[config.mk]
export PLATFORM = sky130hd
export DESIGN_NAME = la_config_receiver
export DESIGN_NICKNAME = d
export VERILOG_FILES = /design/src/rtl/la_config_receiver.sv
export SDC_FILE = /design/constraint.sdc
export NUM_CORES = 1
export LEC_CHECK = 0
export BUFFER_PORTS_ARGS = -buffer_cell sky130_fd_sc_hd__buf_4
export CAP_MARGIN = 20
export CORE_ASPECT_RATIO = 2
export CORE_UTILIZATION = 46
export CTS_BUF_LIST = sky130_fd_sc_hd__clkbuf_8
export CTS_CLUSTER_DIAMETER = 60
export DETAILED_ROUTE_END_ITERATION = 16
export MAX_ROUTING_LAYER = met4
export PLACE_DENSITY_LB_ADDON = 0.25
export SLEW_MARGIN = 40
export SYNTH_ARGS = -nofsm -noshare
export SYNTH_HDL_FRONTEND = slang
export SYNTH_SLANG_ARGS = --single-unit
[constraint.sdc]
create_clock -name clk -period 19.9 [get_ports clk]
set_input_delay 2.985 -clock clk [delete_from_list [all_inputs] [get_ports clk]]
set_output_delay 2.985 -clock clk [all_outputs]
set_load 0.05 [all_outputs]
[src/rtl/la_config_receiver.sv]
// ---------------------------------------------------------------------------
// la_config_receiver
//
// Receives configuration packets from a UART byte stream and maintains the
// four 128-bit trigger masks of a logic analyzer. Every packet is answered
// with a one-byte acknowledgement. The only exception is a load packet that
// is abandoned because the gap between two of its bytes was too long; that
// packet sends no acknowledgement.
//
// Packet = opcode byte, then 0 or 16 payload bytes, MSB first.
//   0x01..0x04 : load trig_low / trig_high / trig_rising / trig_falling
//   0x10       : re-arm analyzer (la_reset pulse), ack 0x90
//   0x20       : ping, ack 0xA0
//   other      : ack 0xEE, no effect
//
// Parameters
//   TIMEOUT      inter-byte timeout in clk cycles while a payload is pending
//
// Ports
//   clk          single clock
//   reset_n      asynchronous active-low reset (deassertion synchronized)
//   rx_data      received byte, qualified by rx_valid
//   rx_valid     one-cycle strobe per received byte, no backpressure
//   trig_*       committed trigger masks (only ever updated atomically)
//   la_reset     one-cycle analyzer re-arm pulse
//   ack_data     response byte, held while ack_valid is high
//   ack_valid    response pending, cleared on ack_valid && ack_ready
//   ack_ready    transmitter accepts ack_data this cycle
//   overrun      sticky: a byte arrived while an ack was pending
//   timeout_err  sticky: a load packet was abandoned by timeout
// ---------------------------------------------------------------------------
module la_config_receiver #(
  parameter int TIMEOUT = 2000000
) (
  input  logic         clk,
  input  logic         reset_n,
  input  logic [7:0]   rx_data,
  input  logic         rx_valid,
  output logic [127:0] trig_low,
  output logic [127:0] trig_high,
  output logic [127:0] trig_rising,
  output logic [127:0] trig_falling,
  output logic         la_reset,
  output logic [7:0]   ack_data,
  output logic         ack_valid,
  input  logic         ack_ready,
  output logic         overrun,
  output logic         timeout_err
);

  // The counter must reach TIMEOUT-1 without wrapping.
  localparam int TW = (TIMEOUT > 1) ? $clog2(TIMEOUT) : 1;
  localparam logic [TW-1:0] TMO_LAST = TW'(TIMEOUT - 1);

  typedef enum logic [1:0] {
    IDLE    = 2'd0,
    PAYLOAD = 2'd1,
    ACK     = 2'd2
  } state_t;

  // Reset synchronizer: reset asserts asynchronously and releases only on a
  // clock edge, so no flop sees a reset removal close to an active edge.
  logic [1:0] rst_sync_q;
  logic [1:0] rst_sync_d;
  logic       rst_n;

  assign rst_sync_d = {rst_sync_q[0], 1'b1};
  assign rst_n      = rst_sync_q[1];

  always_ff @(posedge clk or negedge reset_n) begin
    if (!reset_n) begin
      rst_sync_q <= 2'b00;
    end else begin
      rst_sync_q <= rst_sync_d;
    end
  end

  state_t         state_q,        state_d;
  logic [7:0]     opcode_q,       opcode_d;
  logic [127:0]   staging_q,      staging_d;
  logic [3:0]     byte_cnt_q,     byte_cnt_d;
  logic [TW-1:0]  tmo_cnt_q,      tmo_cnt_d;
  logic [127:0]   trig_low_q,     trig_low_d;
  logic [127:0]   trig_high_q,    trig_high_d;
  logic [127:0]   trig_rising_q,  trig_rising_d;
  logic [127:0]   trig_falling_q, trig_falling_d;
  logic [7:0]     ack_data_q,     ack_data_d;
  logic           ack_valid_q,    ack_valid_d;
  logic           la_reset_q,     la_reset_d;
  logic           overrun_q,      overrun_d;
  logic           timeout_err_q,  timeout_err_d;

  // Staging value including the byte arriving this cycle. On the final
  // byte this value is written straight into the selected mask. That keeps
  // the latency at one clock, and the mask never shows a partial value.
  logic [127:0]   payload_word;
  assign payload_word = {staging_q[119:0], rx_data};

  always_comb begin
    state_d        = state_q;
    opcode_d       = opcode_q;
    staging_d      = staging_q;
    byte_cnt_d     = byte_cnt_q;
    tmo_cnt_d      = tmo_cnt_q;
    trig_low_d     = trig_low_q;
    trig_high_d    = trig_high_q;
    trig_rising_d  = trig_rising_q;
    trig_falling_d = trig_falling_q;
    ack_data_d     = ack_data_q;
    ack_valid_d    = ack_valid_q;
    la_reset_d     = 1'b0;
    overrun_d      = overrun_q;
    timeout_err_d  = timeout_err_q;

    unique case (state_q)
      IDLE: begin
        tmo_cnt_d = '0;
        if (rx_valid) begin
          unique case (rx_data)
            8'h01, 8'h02, 8'h03, 8'h04: begin
              opcode_d   = rx_data;
              byte_cnt_d = 4'd0;
              staging_d  = '0;
              state_d    = PAYLOAD;
            end
            8'h10: begin
              la_reset_d  = 1'b1;
              ack_data_d  = 8'h90;
              ack_valid_d = 1'b1;
              state_d     = ACK;
            end
            8'h20: begin
              ack_data_d  = 8'hA0;
              ack_valid_d = 1'b1;
              state_d     = ACK;
            end
            default: begin
              ack_data_d  = 8'hEE;
              ack_valid_d = 1'b1;
              state_d     = ACK;
            end
          endcase
        end
      end

      PAYLOAD: begin
        // A byte that arrives in the cycle the timeout would fire wins.
        if (rx_valid) begin
          staging_d  = payload_word;
          byte_cnt_d = byte_cnt_q + 4'd1;
          tmo_cnt_d  = '0;
          if (byte_cnt_q == 4'd15) begin
            unique case (opcode_q[2:0])
              3'd1:    trig_low_d     = payload_word;
              3'd2:    trig_high_d    = payload_word;
              3'd3:    trig_rising_d  = payload_word;
              3'd4:    trig_falling_d = payload_word;
              default: ;
            endcase
            ack_data_d  = opcode_q | 8'h80;
            ack_valid_d = 1'b1;
            state_d     = ACK;
          end
        end else if (tmo_cnt_q == TMO_LAST) begin
          // Abandon the packet silently; the masks keep their old values.
          tmo_cnt_d     = '0;
          timeout_err_d = 1'b1;
          state_d       = IDLE;
        end else begin
          tmo_cnt_d = tmo_cnt_q + TW'(1);
        end
      end

      ACK: begin
        tmo_cnt_d = '0;
        // A dropped byte and the ack acceptance can occur in the same cycle.
        // In that case both take effect.
        if (rx_valid) begin
          overrun_d = 1'b1;
        end
        if (ack_valid_q && ack_ready) begin
          ack_valid_d = 1'b0;
          state_d     = IDLE;
        end
      end

      default: begin
        state_d = IDLE;
      end
    endcase
  end

  always_ff @(posedge clk or negedge rst_n) begin
    if (!rst_n) begin
      state_q        <= IDLE;
      opcode_q       <= 8'h00;
      staging_q      <= '0;
      byte_cnt_q     <= 4'd0;
      tmo_cnt_q      <= '0;
      trig_low_q     <= '0;
      trig_high_q    <= '0;
      trig_rising_q  <= '0;
      trig_falling_q <= '0;
      ack_data_q     <= 8'h00;
      ack_valid_q    <= 1'b0;
      la_reset_q     <= 1'b0;
      overrun_q      <= 1'b0;
      timeout_err_q  <= 1'b0;
    end else begin
      state_q        <= state_d;
      opcode_q       <= opcode_d;
      staging_q      <= staging_d;
      byte_cnt_q     <= byte_cnt_d;
      tmo_cnt_q      <= tmo_cnt_d;
      trig_low_q     <= trig_low_d;
      trig_high_q    <= trig_high_d;
      trig_rising_q  <= trig_rising_d;
      trig_falling_q <= trig_falling_d;
      ack_data_q     <= ack_data_d;
      ack_valid_q    <= ack_valid_d;
      la_reset_q     <= la_reset_d;
      overrun_q      <= overrun_d;
      timeout_err_q  <= timeout_err_d;
    end
  end

  assign trig_low     = trig_low_q;
  assign trig_high    = trig_high_q;
  assign trig_rising  = trig_rising_q;
  assign trig_falling = trig_falling_q;
  assign ack_data     = ack_data_q;
  assign ack_valid    = ack_valid_q;
  assign la_reset     = la_reset_q;
  assign overrun      = overrun_q;
  assign timeout_err  = timeout_err_q;

endmodule
==> impl_metrics.yaml <==
critical_path:
  path_cells: "buf_4, nand2_1, nor3b_2, nand3_4, buf_4, buf_4, mux2_2"
  reg2regPathDepth: 8
  timing.rr.start: "state_q[1]"
  cp_max_fo: 54
  crit_end: "trig_rising[47]"
  cp_common_cell: "buf_4"
  path_delay_family: "buffers and inverters"
  required_ns: 20.43
  cp-startpoint: "rx_valid"
  reg2reg_slack_ns: 16.23
  crit_type: "in -> reg"
  cp.depth: 7
  max_stage_delay_ns: 0.70
  cpMaxStageDelayCell: "buf_4"
  r2r_end: "trig_rising[47]"
  crit_path_end_kind: "flip-flop"
  critical_path_arrival_ns: 5.70
  cp-start-kind: "primary input"
  worst-path-buf-inv: 3
floorplanning:
  io_pins: 536
  row_count: 122
  start_util_pct: 46.74
  die_w_um: 169.8
  die_area_um2: 57310
  core-area_um2: 55410
  die_height_um: 337.6
sta:
  rsz0062_at_grt: "false"
  tightest_slew_ns: 0.8402
  period_share_pct: 25.95
  finalClockSkew_ns: 0.03532
  drv_slew: 0
  holdWs_ns: 0.2633
  setup-violations-final: 0
  max_slew_margin_pct: 43.88
  hold_viol: 0
  finalSetupTns_ns: 0
  max_freq_mhz: 193.6
  final.min_clock_period_ns: 5.164
global_route:
  grt_start_max_net_pins: 156
  gr-total-overflow: 0
  grt_first_pass_wirelength_mm: 104.7
  grt_pass1_vias: 17010
  track_usage_pct: 25.02
  antenna_found_initial: 1
power_and_ir_drop:
  p_leak_nw: 17.50
  p_comb_share_pct: 1.6
  p_per_area_nw_per_um2: 77.13
  clock_power_share_pct: 42.8
  switchingPower_w: 0.0005541
  power.total_w: 0.002490
  intPower_w: 0.001936
  swShare_pct: 22.25
  irDropWorstVdd_mv: 0.07613
  power.share.sequential_pct: 55.6
clock_tree:
  postCtsHoldBufs: 0
  cts_resized: 0
  cts_max_path_buffers: 3
  cts.clk_slew.worst_paths_ns: 0.07
  cts-root-buf: "clkbuf_8"
  clock_latency_ns: 0.67
  cts_tree: "done"
  h-tree-depth: 3
  cts_buffers: 91
  clock_sink_count: 680
  post-cts-setup-buffers: 0
drt:
  drc: 0
  ant_nets: 0
  first_pass_iters: 5
  vias: 16090
  wl_per_cell_um: 23.24
  vias_per_cell: 5.389
  postRouteWirelength_mm: 69.40
  dr.first_iter.drc_count: 723
finish:
  fin_nets: 2189
  multi_input_area_um2: 8128
  post_layout_nonfiller_instances: 2986
  syn_to_final_growth_pct: 24.66
  register_area_um2: 17020
  drive_above_1_share_pct: 54.98
  final_area_um2: 32290
  nFillCells: 4484
synth:
  synth_compound_area_share_pct: 5.401
  yosysSeqAreaShare_pct: 65.70
  netlist_area_um2: 25900
  synth_nets: 1632
  async_reset_ff_share_pct: 100.0
  ys.flop_type: "dfrtp_1"
  synth_edf_count: 0
  synth_top_family_by_area: "multiplexers"
  muxShareOfSynthArea_pct: 22.60
  synth_xor_xnor_area_share_pct: 0.2367
  synth-simple-area-share_pct: 2.730
  synthCells: 1614
  yosysWarnings: 0
  netlist-cell-type-count: 56
  synthAdderAreaFrac_pct: 0.2899
  ys_seq_elements: 680
  syn_avg_cell_area_um2: 16.05
place:
  dp_hpwl_mm: 47.45
  dpl_cell_area_um2: 30370
  place_congestion: 0.8178
  dp_cells: 2820
  port_buffers: 535
min_path:
  hold_class: "reg -> async"
job:
  cap_violations: 0
run_status:
  status: "complete, no violations"
## cells by family (layout without fill, tap and decap cells)
logic type,Yosys count,count (layout)
adder cells (fa/ha/maj),6,6
XOR/XNOR,7,7
flip-flops,680,680
AND/OR/NAND/NOR,119,119
other,1,2
AO/OA/AOI/OAI,175,175
multiplexers,520,520
buffers and inverters,106,733
## through the flow
stage	utilization [%]	setup slack, ns
floorplan	-	8.849
global placement	54.67	14.07
detailed placement	54.81	14.02
CTS	58.18	14.74
global route	58.27	14.60
finish	58.27	14.74
## synth_stat cells, types with 3 or more instances
cell type | n | area (um2)
buf_2 | 35 | 175.2
nand3b_1 | 6 | 45.04
nand3_1 | 19 | 95.09
buf_6 | 43 | 484.2
nand2_1 | 26 | 97.59
and3_1 | 3 | 18.77
nor2_1 | 20 | 75.07
a22o_1 | 121 | 1060
and2_1 | 4 | 25.02
mux2_2 | 518 | 5833
ha_1 | 6 | 75.07
o21ai_0 | 10 | 50.05
nor3_1 | 5 | 25.02
nor4_1 | 3 | 18.77
buf_4 | 5 | 37.54
and4_1 | 3 | 26.28
nand4b_1 | 3 | 26.28
a21oi_1 | 22 | 110.1
or3_1 | 3 | 18.77
clkbuf_1 | 12 | 45.04
nand4_1 | 8 | 50.05
a31oi_1 | 3 | 18.77
dfrtp_1 | 680 | 17020
xor2_1 | 6 | 52.55
inv_1 | 11 | 41.29
## power by group through the flow
stage          combinational [W]  clock, W  sequential (W)
3_3_place_gp           0.0000370         0         0.00141
3_5_place_dp           0.0000404         0         0.00141
2_1_floorplan         0.00000255         0         0.00143
4_1_cts                0.0000405   0.00110         0.00138
6_report               0.0000392   0.00107         0.00139
5_1_grt                0.0000454   0.00115         0.00138
## worst min path at each step
stage	end	startpoint
floorplan	rst_sync_q[1]	rst_sync_q[0]
global placement	rst_sync_q[1]	rst_sync_q[0]
detailed placement	trig_falling[57]	rst_sync_q[1]
CTS	trig_falling[57]	rst_sync_q[1]
global route	trig_falling[57]	rst_sync_q[1]
finish	trig_falling[73]	rst_sync_q[1]
## layer usage
layer,track usage [%],wire length (um)
met2,42.61,36370
met3,6.591,4966
met4,12.04,3066
met5,-,0
met1,26.86,24990
## cell type report
class	count	share of cell area, %
Inverter	11	0.1279
Clock inverter	49	0.9223
Tap cell	744	2.883
Timing Repair Buffer	559	13.31
Multi-Input combinational cell	828	25.17
Antenna cell	1	0.007751
Clock buffer	114	4.860
Sequential cell	680	52.72
## sequential cells by signal, indices dropped and copies added (netlist names)
register / count
ack_data: 8
ack_valid: 1
byte_cnt_q: 4
la_reset: 1
opcode_q: 7
overrun: 1
rst_sync_q: 2
staging_q: 120
state_q: 2
timeout_err: 1
tmo_cnt_q: 21
trig_falling: 128
trig_high: 128
trig_low: 128
trig_rising: 128
## layout by cell type, fill, tap and decap left out, types with 13 or more instances in the layout
master | Yosys | final
dfrtp_1 | 680 | 679
a21oi_1 | 22 | 22
clkinv_2 | 0 | 13
nand2_1 | 26 | 25
mux2_2 | 518 | 518
buf_6 | 43 | 13
buf_4 | 5 | 542
a22o_1 | 121 | 121
nand3_1 | 19 | 18
inv_1 | 11 | 38
clkbuf_8 | 0 | 115
nor2_1 | 20 | 20
No activity file was read; power rests on OpenSTA's default activity.
